### src/rtl/sev_seg_pkg.sv
// Shared seven-segment definitions: active-low {g,f,e,d,c,b,a} patterns,
// decoder FSM states and the pattern-to-hex lookup shared with the display driver.
package sev_seg_pkg;

    typedef logic [6:0] seg_pat_t;

    localparam seg_pat_t SEG_0     = 7'b100_0000;
    localparam seg_pat_t SEG_1     = 7'b111_1001;
    localparam seg_pat_t SEG_2     = 7'b010_0100;
    localparam seg_pat_t SEG_3     = 7'b011_0000;
    localparam seg_pat_t SEG_4     = 7'b001_1001;
    localparam seg_pat_t SEG_5     = 7'b001_0010;
    localparam seg_pat_t SEG_6     = 7'b000_0010;
    localparam seg_pat_t SEG_7     = 7'b111_1000;
    localparam seg_pat_t SEG_8     = 7'b000_0000;
    localparam seg_pat_t SEG_9     = 7'b001_0000;
    localparam seg_pat_t SEG_A     = 7'b000_1000;
    localparam seg_pat_t SEG_B     = 7'b000_0011;
    localparam seg_pat_t SEG_C     = 7'b100_0110;
    localparam seg_pat_t SEG_D     = 7'b010_0001;
    localparam seg_pat_t SEG_E     = 7'b000_0110;
    localparam seg_pat_t SEG_F     = 7'b000_1110;
    localparam seg_pat_t SEG_BLANK = 7'b111_1111;

    typedef enum logic [1:0] {
        S_SYNC   = 2'd0,
        S_SETTLE = 2'd1,
        S_HOLD   = 2'd2
    } state_t;

    typedef struct packed {
        logic       legal;
        logic [3:0] nibble;
    } seg_dec_t;

    function automatic seg_dec_t seg_to_hex(input seg_pat_t pat);
        seg_dec_t dec;
        dec.legal = 1'b1;
        case (pat)
            SEG_0:   dec.nibble = 4'h0;
            SEG_1:   dec.nibble = 4'h1;
            SEG_2:   dec.nibble = 4'h2;
            SEG_3:   dec.nibble = 4'h3;
            SEG_4:   dec.nibble = 4'h4;
            SEG_5:   dec.nibble = 4'h5;
            SEG_6:   dec.nibble = 4'h6;
            SEG_7:   dec.nibble = 4'h7;
            SEG_8:   dec.nibble = 4'h8;
            SEG_9:   dec.nibble = 4'h9;
            SEG_A:   dec.nibble = 4'hA;
            SEG_B:   dec.nibble = 4'hB;
            SEG_C:   dec.nibble = 4'hC;
            SEG_D:   dec.nibble = 4'hD;
            SEG_E:   dec.nibble = 4'hE;
            SEG_F:   dec.nibble = 4'hF;
            default: begin
                dec.legal  = 1'b0;
                dec.nibble = 4'h0;
            end
        endcase
        return dec;
    endfunction

endpackage

### src/rtl/sev_seg_sync.sv
// Multi-flop input synchroniser for the asynchronous cat/an lines.
module sev_seg_sync #(
    parameter int SYNC_STAGES = 2,
    parameter int WIDTH       = 8
) (
    input  logic             clk,
    input  logic             rst_n,
    input  logic [WIDTH-1:0] i_d,
    output logic [WIDTH-1:0] o_q
);

    logic [WIDTH-1:0] r_chain [SYNC_STAGES];

    // NOTE: the chain is only a few flops, so it is reset explicitly to give a known 0 after rst_n.
    always_ff @(posedge clk or negedge rst_n) begin
        if (!rst_n) begin
            for (int i = 0; i < SYNC_STAGES; i++) r_chain[i] <= '0;
        end else begin
            // NOTE: non-blocking so each stage takes the previous stage's pre-edge value.
            r_chain[0] <= i_d;
            for (int i = 1; i < SYNC_STAGES; i++) r_chain[i] <= r_chain[i-1];
        end
    end

    assign o_q = r_chain[SYNC_STAGES-1];

endmodule

### src/rtl/sev_seg_decoder.sv
// Receive side of the two-digit multiplexed seven-segment bus: recovers both digits.
// Optional illegal-pattern reporting (err/err_cnt) is enabled by defining SEV_SEG_DEC_ERR_EN.
module sev_seg_decoder
    import sev_seg_pkg::*;
#(
    parameter int GLOBAL_CLOCK_RATE = 100_000_000,
    parameter int REFRESH_RATE      = 200,
    parameter int SETTLE_CYCLES     = 4,
    parameter int SYNC_STAGES       = 2,
    parameter int STALE_MULT        = 4
) (
    input  logic       clk,
    input  logic       rst_n,
    input  logic [6:0] cat_i,
    input  logic       an_i,
    output logic [3:0] dig0,
    output logic [3:0] dig1,
    output logic       dig0_vld,
    output logic       dig1_vld,
    output logic       upd,
    output logic       stale
`ifdef SEV_SEG_DEC_ERR_EN
    ,
    output logic       err,
    output logic [7:0] err_cnt
`endif
);

    localparam int DIV_BY    = GLOBAL_CLOCK_RATE / REFRESH_RATE;
    localparam int STALE_MAX = STALE_MULT * DIV_BY;
    localparam int SW        = $clog2(STALE_MAX + 1);
    localparam int CW        = $clog2(SETTLE_CYCLES + 1);
    localparam logic [SW-1:0] STALE_TOP   = SW'(STALE_MAX);
    localparam logic [SW-1:0] STALE_LAST  = SW'(STALE_MAX - 1);
    localparam logic [CW-1:0] SETTLE_LAST = CW'(SETTLE_CYCLES - 1);

    logic [7:0]    w_sync;
    seg_pat_t      w_cat_s;
    logic          w_an_s;
    logic          w_edge;
    logic          w_stable;
    logic          w_settle_done;
    logic          w_stale_hit;
    logic          w_capture;
    logic          w_cnt_run;
    logic          w_wr0;
    logic          w_wr1;
    seg_dec_t      w_dec;
    state_t        r_state;
    state_t        w_state_nxt;
    logic          r_an_prev;
    seg_pat_t      r_cat_prev;
    logic [CW-1:0] r_set_cnt;
    logic [SW-1:0] r_stale_cnt;
    logic          r_stale;
    logic [3:0]    r_dig0;
    logic [3:0]    r_dig1;
    logic          r_vld0;
    logic          r_vld1;
    logic          r_upd;

    sev_seg_sync #(
        .SYNC_STAGES (SYNC_STAGES),
        .WIDTH       (8)
    ) u_sync (
        .clk   (clk),
        .rst_n (rst_n),
        .i_d   ({an_i, cat_i}),
        .o_q   (w_sync)
    );

    assign w_an_s        = w_sync[7];
    assign w_cat_s       = w_sync[6:0];
    assign w_edge        = w_an_s ^ r_an_prev;
    assign w_stable      = (w_cat_s == r_cat_prev);
    assign w_settle_done = w_stable && (r_set_cnt == SETTLE_LAST);
    assign w_stale_hit   = !w_edge && (r_stale_cnt == STALE_LAST);
    assign w_dec         = seg_to_hex(w_cat_s);

    always_ff @(posedge clk or negedge rst_n) begin
        if (!rst_n) r_state <= S_SYNC;
        else        r_state <= w_state_nxt;
    end

    // An an_s edge always beats a settle terminal in the same cycle.
    always_comb begin
        // NOTE: default first so every path assigns and no latch is inferred.
        w_state_nxt = r_state;
        if (w_stale_hit) begin
            w_state_nxt = S_SYNC;
        end else begin
            case (r_state)
                S_SYNC:   if (w_edge) w_state_nxt = S_SETTLE;
                S_SETTLE: if (!w_edge && w_settle_done) w_state_nxt = S_HOLD;
                S_HOLD:   if (w_edge) w_state_nxt = S_SETTLE;
                default:  w_state_nxt = S_SYNC;
            endcase
        end
    end

    always_comb begin
        w_capture = 1'b0;
        w_cnt_run = 1'b0;
        if (r_state == S_SETTLE && !w_edge) begin
            w_capture = w_settle_done && !w_stale_hit;
            w_cnt_run = w_stable && !w_settle_done;
        end
    end

    assign w_wr0 = w_capture && w_dec.legal &&  w_an_s;
    assign w_wr1 = w_capture && w_dec.legal && !w_an_s;

    always_ff @(posedge clk or negedge rst_n) begin
        if (!rst_n) begin
            r_an_prev   <= 1'b0;
            r_cat_prev  <= '0;
            r_set_cnt   <= '0;
            r_stale_cnt <= '0;
            r_stale     <= 1'b0;
            r_dig0      <= 4'h0;
            r_dig1      <= 4'h0;
            r_vld0      <= 1'b0;
            r_vld1      <= 1'b0;
            r_upd       <= 1'b0;
        end else begin
            r_an_prev  <= w_an_s;
            r_cat_prev <= w_cat_s;
            r_set_cnt  <= w_cnt_run ? r_set_cnt + 1'b1 : '0;
            r_upd      <= w_wr0 | w_wr1;

            if (w_edge)                        r_stale_cnt <= '0;
            else if (r_stale_cnt != STALE_TOP) r_stale_cnt <= r_stale_cnt + 1'b1;

            if (w_edge)           r_stale <= 1'b0;
            else if (w_stale_hit) r_stale <= 1'b1;

            if (w_wr0) r_dig0 <= w_dec.nibble;
            if (w_wr1) r_dig1 <= w_dec.nibble;

            // Stale invalidates both digits but keeps their last values visible.
            if (w_stale_hit) begin
                r_vld0 <= 1'b0;
                r_vld1 <= 1'b0;
            end else begin
                if (w_wr0) r_vld0 <= 1'b1;
                if (w_wr1) r_vld1 <= 1'b1;
            end
        end
    end

    assign dig0     = r_dig0;
    assign dig1     = r_dig1;
    assign dig0_vld = r_vld0;
    assign dig1_vld = r_vld1;
    assign upd      = r_upd;
    assign stale    = r_stale;

`ifdef SEV_SEG_DEC_ERR_EN
    logic       w_bad;
    logic       r_err;
    logic [7:0] r_err_cnt;

    assign w_bad = w_capture && !w_dec.legal;

    always_ff @(posedge clk or negedge rst_n) begin
        if (!rst_n) begin
            r_err     <= 1'b0;
            r_err_cnt <= 8'd0;
        end else begin
            r_err <= w_bad;
            if (w_bad && r_err_cnt != 8'hFF) r_err_cnt <= r_err_cnt + 8'd1;
        end
    end

    assign err     = r_err;
    assign err_cnt = r_err_cnt;
`endif

endmodule

### config.mk
export PLATFORM = sky130hd
export DESIGN_NAME = sev_seg_decoder
export DESIGN_NICKNAME = d
export VERILOG_FILES = /design/src/rtl/sev_seg_pkg.sv /design/src/rtl/sev_seg_sync.sv /design/src/rtl/sev_seg_decoder.sv
export SDC_FILE = /design/constraint.sdc
export NUM_CORES = 1
export LEC_CHECK = 0
export CAP_MARGIN = 20
export CORE_ASPECT_RATIO = 1.2
export CORE_UTILIZATION = 45
export DETAILED_ROUTE_END_ITERATION = 6
export DONT_BUFFER_PORTS = 1
export SYNTH_ARGS = -nofsm -noshare
export SYNTH_HDL_FRONTEND = slang
export SYNTH_SLANG_ARGS = --single-unit
export TNS_END_PERCENT = 50
### constraint.sdc
create_clock -name clk -period 3.9 [get_ports clk]
set_input_delay 0.78 -clock clk [delete_from_list [all_inputs] [get_ports clk]]
set_output_delay 0.78 -clock clk [all_outputs]
set_load 0.05 [all_outputs]
Yosys cells after proc, flatten, opt, wreduce, memory -nomap -nowiden
Cells that the tools add are included.

word-level totals
  output and inout bits = 12
  word-level logic and storage cells = 79
  flip-flop bits (word level) = 62

cells by class
  multiplexer cells = 17
  reductions and logical operators = 22
  eq/ne operators = 23
  bitwise logic cells = 2
  add/subtract/negate cells = 2

operators with widths
  kind                   number
  $pmux 4 s15            1
  $mux 21                2
  $eq 7x7->1 const B     4
  $add 21x1->21 const B  1
  $eq 21x21->1 const B   1
  $eq 7x5->1 const B     3
  $eq 7x6->1 const B     3
  $ne 21x21->1 const B   1
  $reduce_or 16->1       1
  $eq 7x2->1 const B     2
  $eq 7x4->1 const B     2
  $logic_and 1x1->1      9
  $mux 1                 9
  $reduce_bool 2->1      4
  $eq 7x3->1 const B     1
  $eq 7x7->1             1
  $logic_not 7->1        1
  $mux 2                 3
  $logic_not 1->1        4
  $pmux 2 s2             1
  $add 3x1->3 const B    1
  $eq 3x2->1 const B     1
  $mux 3                 1
  $ne 3x1->1 const B     1
  other kinds (8)        8

Logic depth before layout (Yosys ltp)
Gate-level depths: netlist of run 1.

  depth after elaboration = 10
  mapped depth = 7
  depth with buffers taken out = 7

By module
From an unflattened synthesis of run 1, not the netlist that was laid out.

second synthesis, totals
  cell total of the unflattened synthesis = 265
  area, all modules = 2966.6 um^2

modules (own cells, without submodules)
  module           times used  cells an instance  area an instance (um^2)
  sev_seg_decoder  1           241                2506.2
  sev_seg_sync     1           24                 460.4

Worst setup path after synthesis of run 1
OpenSTA, ideal clock, no wires.

  kind = reg2reg
  start point = register u_sync.r_chain, in the netlist u_sync.o_q[5]
  end point = register r_dig0[3], in the netlist dig0[3]
  path buffers = 0
  setup slack = 1.884 ns
  cell stages (with the launch flop) = 5
  data required time = 3.820 ns
  data arrival time = 1.936 ns
  clock period less this slack = 2.016 ns
  path through = dfrtp_1 > or4b_4 > o311a_4 > a311oi_4 > mux2i_1

on the way
  word-level cells in the longest chain between the ends = 6
  elaborated cells on any way between the ends = 25
  classes of those cells = 16 x eq/ne; 3 x mux; 6 x reduce/logical

ends and longest elaborated chain
  what                                                      line                    RTL
  start, declared                                           sev_seg_sync.sv:12      logic [WIDTH-1:0] r_chain [SYNC_STAGES];
  branches (longest 6 deep; another with $reduce_or 16->1)  n/a
  end signal, assigned                                      sev_seg_decoder.sv:137  if (w_wr0) r_dig0 <= w_dec.nibble;
  end, declared                                             sev_seg_decoder.sv:56   logic [3:0] r_dig0;

Parallel ways; which one is timed is not known.
A chain may end at the register's enable or synchronous reset.

Worst setup path after layout of run 1
  start point = register u_sync.r_chain, in the netlist u_sync.o_q[4]
  end point = register r_dig1[2], in the netlist dig1[2]

on the way
  word-level cells in the longest chain between the ends = 6
  elaborated cells on any way between the ends = 25
  classes of those cells = 16 x eq/ne; 3 x mux; 6 x reduce/logical

ends and longest elaborated chain
  what                                                      line                    RTL
  branches (longest 6 deep; another with $reduce_or 16->1)  n/a
  end signal, assigned                                      sev_seg_decoder.sv:138  if (w_wr1) r_dig1 <= w_dec.nibble;
  end, declared                                             sev_seg_decoder.sv:57   logic [3:0] r_dig1;

Parallel ways; which one is timed is not known.

==> impl_metrics.tcl, run 1 <==
set metrics [dict create \
    outcome "finished clean" \
    placed_area_um2 3040 \
    drtIter0Drc 152 \
    drive_above_1_share_pct 12.5 \
    tns_ns 0 \
    dp_hpwl_um 3480 \
    ios 22 \
    cts_setup_buffers 0 \
    cts-root-buf "clkbuf_8" \
    slowest_delay_ns 0.64 \
    numPortBuffers 0 \
    final.min_clock_period_ns 2.34 \
    syn_nets 279 \
    synth_warnings 0 \
    hold_buffers 0 \
    grt_pass1_wl_um 9160 \
    rsz0062_at_grt "no" \
    detail-route-antenna-nets 0 \
    synth_area_um2 2990 \
    hp-class "primary input to async pin" \
    die_height_um 91.2 \
    cts_tree "done" \
    ctsResizeCount 0 \
    syn2layout_area_growth_pct 7.59 \
    wl_um 5270 \
    synth_top_cell_by_area "dfrtp_1" \
    seq_area_frac_synth_pct 52.0 \
    worstMarginPinSlew_ns 0.538 \
    htreeDepth 3 \
    power.total_w 0.00124 \
    crit_type "flop to flop" \
    cp_data_required_time_ns 4.15 \
    ir_drop_v 0.000151 \
    final_cell_area_um2 3210 \
    gp_congestion 0.814 \
    grt_start_max_net_pins 63 \
    holdWs_ns 0.134 \
    antenna_found_initial 0 \
    firstDrtPassIters 4 \
    gr-total-overflow 0 \
    fin_skew_ns 0.00808 \
    clockBufferDepth 2 \
    nets 281 \
    finalSetupViolCount 0 \
    grt_pass1_vias 1842 \
    crit_fanout 12 \
    hold_violations 0 \
    ys.flop_type "dfrtp_1" \
    cp-end-kind "flop" \
    synth_cell_type_count 58 \
    drc 0 \
    die_width_um 76.4 \
    cellPowerDensity_nw_per_um2 386 \
    fmax_ghz 0.427 \
    syn_avg_cell_area_um2 11.3 \
    clock_sinks 62 \
    crit_chain "or4b_4 -> nor3_2 -> a221oi_4 -> a311oi_4 -> mux2i_1" \
    rows 32 \
    synth_common_cells "dfrtp_1, nor2_1, inv_1, xor2_1, nand2_1" \
    async_reset_ff_share_pct 100 \
    p_leak_nw 1.26 \
    synth_edf_count 0 \
    post_drt_via_cell_ratio 5.38 \
    cp.arrival_ns 2.60 \
    clk_latency_ns 0.34 \
    insertedDiodeCount 0 \
    max_slew_margin_pct 64.1 \
    drv_cap 0 \
    ys_seq_elements 62 \
    cp-start-kind "flop" \
    synth.most_common_cell "dfrtp_1" \
    core_area_um2 6410 \
    initial_core_util_pct 46.6 \
    min_period_over_period_pct 60.1 \
    netlist.area_leader.share_pct 52.0 \
    die_area_um2 6970 \
    via_count 1915 \
    path_clk_slew_ns 0.07 \
    ys_top_cells_by_area "dfrtp_1, xor2_1, nor2_1" \
    synthCells 265 \
    slowest_stage "or4b_4" \
    cts_buffers 9 \
    slew_viol_final 0 \
    wire_per_inst_um 14.8 \
    grt_usage_pct 16.9 \
]
==> final timing paths <==
path | start | to | slack (ns) | cells past startpoint
min in group clk | u_sync.r_chain[8] | u_sync.o_q[0] | 0.35 | 0
worst min register to register | u_sync.r_chain[8] | u_sync.o_q[0] | 0.35 | 0
max in group asynchronous | rst_n | u_sync.r_chain[15] | 3.65 | 0
worst min-delay path | rst_n | r_stale_cnt[0] | 0.13 | 0
worst max register to register | u_sync.o_q[4] | dig1[2] | 1.56 | 5
worst max-delay path | u_sync.o_q[4] | dig1[2] | 1.56 | 5
==> area by class of cell <==
type / count / area (µm²)
tap: 85 / 106
fill: 607 / 3190
clock inverter: 4 / 22.5
sequential: 62 / 1550
clock buffer: 11 / 151
inverter: 16 / 60.1
timing repair buffer: 1 / 7.51
multi-input combinational: 177 / 1310
==> power breakdown <==
part	leakage (nW)	switching [W]	internal [W]
logic	0.370	0.0000349	0.0000263
clock network	0.0910	0.000234	0.000258
registers	0.803	0.0000258	0.000661
==> routing by layer <==
| metal | GRT usage (%) | vias up | routed length (µm) |
|---|---|---|---|
| met2 | 24.8 | 43 | 2530 |
| met5 | 0 | - | 0 |
| met1 | 22.9 | 936 | 2390 |
| met3 | 3.72 | 10 | 236 |
| li1 | - | 926 | - |
| met4 | 9.62 | 0 | 115 |
==> stage by stage <==
stage,std cells,setup WS [ns],util [%]
after global routing,356,1.40,50.1
final,356,1.56,50.1
after global placement,341,1.61,47.4
after floorplan,265,1.88,-
after CTS,356,1.55,50.1
after detailed placement,341,1.55,47.4
==> cell usage in the layout (no fill, tap or decap), drive strengths merged, types with 2 or more instances in the layout <==
cell type  instances
nand3             10
nor4               7
nand4b             2
or3                2
nand3b             2
nor2              32
o21a               2
nor3               7
a211oi             2
dfrtp             62
mux2i              9
or2                2
or4b               2
and3               2
nand2             12
clkbuf            11
a311oi             3
nor4b              2
clkinv             3
a21oi              8
or3b               3
and4               3
ha                 4
nand2b             4
and3b              2
nand4              7
xnor2             10
nor3b              2
nor2b              2
xor2              17
inv               16
==> flip-flops by register name (all words and copies together) (netlist names) <==
signal          flops
r_set_cnt           3
dig1                4
u_sync.o_q          8
dig0_vld            1
u_sync.r_chain      8
r_an_prev           1
dig0                4
r_cat_prev          7
upd                 1
r_state             2
r_stale_cnt        21
dig1_vld            1
stale               1
==> cell families (layout without fill, tap and decap cells) <==
family	after synthesis	in the layout	synth area share, %
fa+ha+maj	4	4	1.68
simple gates	107	107	21.2
compound gates	30	30	9.93
mux	9	9	3.02
flops	62	62	52.0
buf+inv	26	32	4.07
xor+xnor	27	27	8.17
==> critical path: cells and delay by family (launching register included) <==
family             cells  cell delay (ns)
AOI/OAI and AO/OA      2             0.60
muxes                  1             0.24
and+or+nand+nor        2             0.90
DFF                    1             0.53
No activity file was read; power rests on OpenSTA's default activity.
==> inputs of run 2 (changes only) <==
ABC_AREA = 1   (was not set)
clock period = 1.99 ns   (was 3.9 ns; I/O delays follow)
==> run 2 against run 1 <==
- first-iteration DRC count decreased by 16%
- largest power group unchanged
- clock-buffer cell count unchanged
- global-route usage increased by 2.0 points
- utilization increased by 1.3 points
==> impl_metrics.tcl, run 2 <==
set metrics [dict create \
    post_drt_via_cell_ratio 5.00 \
    grt_usage_pct 18.9 \
    crit_fanout 11 \
    ir_drop_v 0.000330 \
    crit_type "flop to flop" \
    max_slew_margin_pct 67.7 \
    via_count 2340 \
    path_clk_slew_ns 0.07 \
    insertedDiodeCount 0 \
    clk_latency_ns 0.34 \
    p_int_w 0.00186 \
    drc 0 \
    final_common_cell "nand2_1" \
    syn_nets 383 \
    die_area_um2 7090 \
    outcome "finished clean" \
    finalSetupViolCount 0 \
    p_leak_nw 1.63 \
    fill_cells 656 \
    die_width_um 77.1 \
    syn_avg_cell_area_um2 8.24 \
    worstMarginPinSlew_ns 0.484 \
    synth_cell_type_count 28 \
    switching_share_pct 25.5 \
    clockPowerShare_pct 39.6 \
    htreeDepth 3 \
    dp_hpwl_um 4260 \
    cts_buffers 9 \
    die_height_um 92.1 \
    grt_pass1_wl_um 10400 \
    final_cell_mix "nand2_1, dfrtp_1, nor2_1" \
    slowest_delay_ns 0.39 \
    core_area_um2 6490 \
    crit_start "r_stale_cnt[0]" \
    synth_common_cells "nand2_1, dfrtp_1, nor2_1, inv_1, nand3_1" \
    cts-root-buf "clkbuf_8" \
    synth_top_cell_by_area "dfrtp_1" \
    grt_start_max_net_pins 63 \
    syn2layout_area_growth_pct 9.67 \
    synth_edf_count 0 \
    timing.rr.end "dig1[2]" \
    cts_tree "done" \
    rsz0062_at_grt "no" \
    netlist.area_leader.share_pct 51.0 \
    r2r_slack_ns 0.21 \
    cts_setup_buffers 0 \
    numPortBuffers 0 \
    drtIter0Drc 128 \
    ys_seq_elements 62 \
    clockBufferDepth 2 \
    rr_worst_depth 11 \
    crit-reg2reg-launch "r_stale_cnt[0]" \
    ios 22 \
    cp-end-kind "flop" \
    hp-class "primary input to flop" \
    synth.most_common_cell "nand2_1" \
    cp.arrival_ns 2.02 \
    hold_violations 0 \
    p_sw_w 0.000637 \
    slew_viol_final 0 \
    tns_ns 0 \
    min_period_over_period_pct 89.6 \
    ys.flop_type "dfrtp_1" \
    finalNonFillerCells 468 \
    top_register "r_stale_cnt" \
    crit_chain "ha_1 -> nand2_1 -> nor2_4 -> nand2_1 -> nor2_2 -> nand3_2 -> nand2_2 -> nor2_4 -> nand3_1 -> nand2_1 -> nand2_1" \
    nets 393 \
    wl_um 5880 \
    detail-route-antenna-nets 0 \
    wire_per_inst_um 12.6 \
    drv_cap 0 \
    dpl.cell_count 451 \
    slowest_stage "dfrtp_1" \
    final.min_clock_period_ns 1.78 \
    antenna_found_initial 0 \
    cellPowerDensity_nw_per_um2 748 \
    firstDrtPassIters 4 \
    seq_area_frac_synth_pct 51.0 \
    power_frac_seq_pct 53.2 \
    synth_area_um2 3040 \
    cp-endpoint "dig1[2]" \
    fmax_ghz 0.561 \
    largest_reg_flops 21 \
    fin_skew_ns 0.0118 \
    synth_warnings 0 \
    ys_top_cells_by_area "dfrtp_1, nand2_1, nor2_1" \
    grt_pass1_vias 2296 \
    synthCells 369 \
    gr-total-overflow 0 \
    initial_core_util_pct 46.9 \
    power_frac_comb_pct 7.2 \
    drive_above_1_share_pct 12.5 \
    async_reset_ff_share_pct 100 \
    rows 32 \
    clock_sinks 62 \
    crit_top_cell "nand2_1" \
    cp_data_required_time_ns 2.22 \
    gp_congestion 0.875 \
    cp-start-kind "flop" \
]
## run 2: changes by cell type after synthesis, sizes merged, moves of 5 or more
cell   previous run  this run
nand2            12        96
inv              16        50
nor2             32        58
nand3            10        29
o21ai             1        14
xor2             17         5
nand4             7        18
mux2i             9         0
xnor2            10         2
nor4              7         0
buf               8         3
## run 2: cell type report
cell class	instances	area, µm²	share of cell area (%)
well taps	85	106	3.19
clock buffers	11	151	4.54
flip-flops and latches	62	1550	46.5
multi-input cells	252	1260	37.9
repair buffers	4	52.6	1.58
inverters	50	188	5.63
clock inverters	4	22.5	0.675
## run 2: metrics by stage
stage / hold WS (ns) / area (µm²) / setup WS, ns / power, W / utilization [%]
2_1_floorplan: 0.102 / 3040 / 0.457 / 0.00147 / -
3_3_place_gp: 0.104 / 3120 / 0.264 / 0.00150 / 48.1
3_5_place_dp: 0.104 / 3120 / 0.203 / 0.00150 / 48.1
4_1_cts: 0.0769 / 3330 / 0.207 / 0.00252 / 51.4
5_1_grt: 0.0694 / 3340 / 0.0315 / 0.00260 / 51.4
6_report: 0.0927 / 3340 / 0.207 / 0.00250 / 51.4
## run 2: worst min path at each step
stage          cells after the start                  to  startpoint
2_1_floorplan                      0             dig0[0]       rst_n
3_3_place_gp                       0       r_cat_prev[3]       rst_n
3_5_place_dp                       0       r_cat_prev[1]       rst_n
4_1_cts                            0  u_sync.r_chain[15]        an_i
5_1_grt                            0  u_sync.r_chain[11]    cat_i[3]
6_report                           0  u_sync.r_chain[15]        an_i
## run 2: power by group through the flow
stage          registers, W  logic [W]  clock network (W)
3_5_place_dp        0.00135   0.000148                  0
2_1_floorplan       0.00134   0.000125                  0
5_1_grt             0.00133   0.000209            0.00106
3_3_place_gp        0.00135   0.000147                  0
4_1_cts             0.00133   0.000182            0.00101
6_report            0.00133   0.000180           0.000989
## run 2: worst max-delay path, delay by kind of cell (launching register included)
kind	cells	cell delay, ns
AND/OR/NAND/NOR	10	1.05
flip-flops	1	0.39
adder cells (fa/ha/maj)	1	0.23
## run 2: kinds of logic (layout without fill, tap and decap cells)
group | count (synthesis) | after routing | share of synthesized area, %
compound gates | 27 | 27 | 4.61
xor+xnor | 7 | 7 | 2.63
fa+ha+maj | 4 | 4 | 1.65
buf+inv | 55 | 69 | 7.53
flops | 62 | 62 | 51.0
simple gates | 214 | 214 | 32.6
## run 2: layer usage
metal / vias to the layer above / global-route usage, % / share of wire [%]
met3: 6 / 5.07 / 2.9
li1: 1198 / - / -
met5: - / 0 / 0
met1: 1105 / 22.3 / 44
met2: 31 / 33.2 / 52
met4: 0 / 6.29 / 1.2
## run 2: timing repair
| item | 4_1_cts | 5_1_grt |
|---|---|---|
| endpoints found under the hold margin | 62 | 0 |
| setup endpoints to repair | 0 | 1 |
| gates resized for setup | 0 | 1 |
| hold buffers | 2 | 0 |
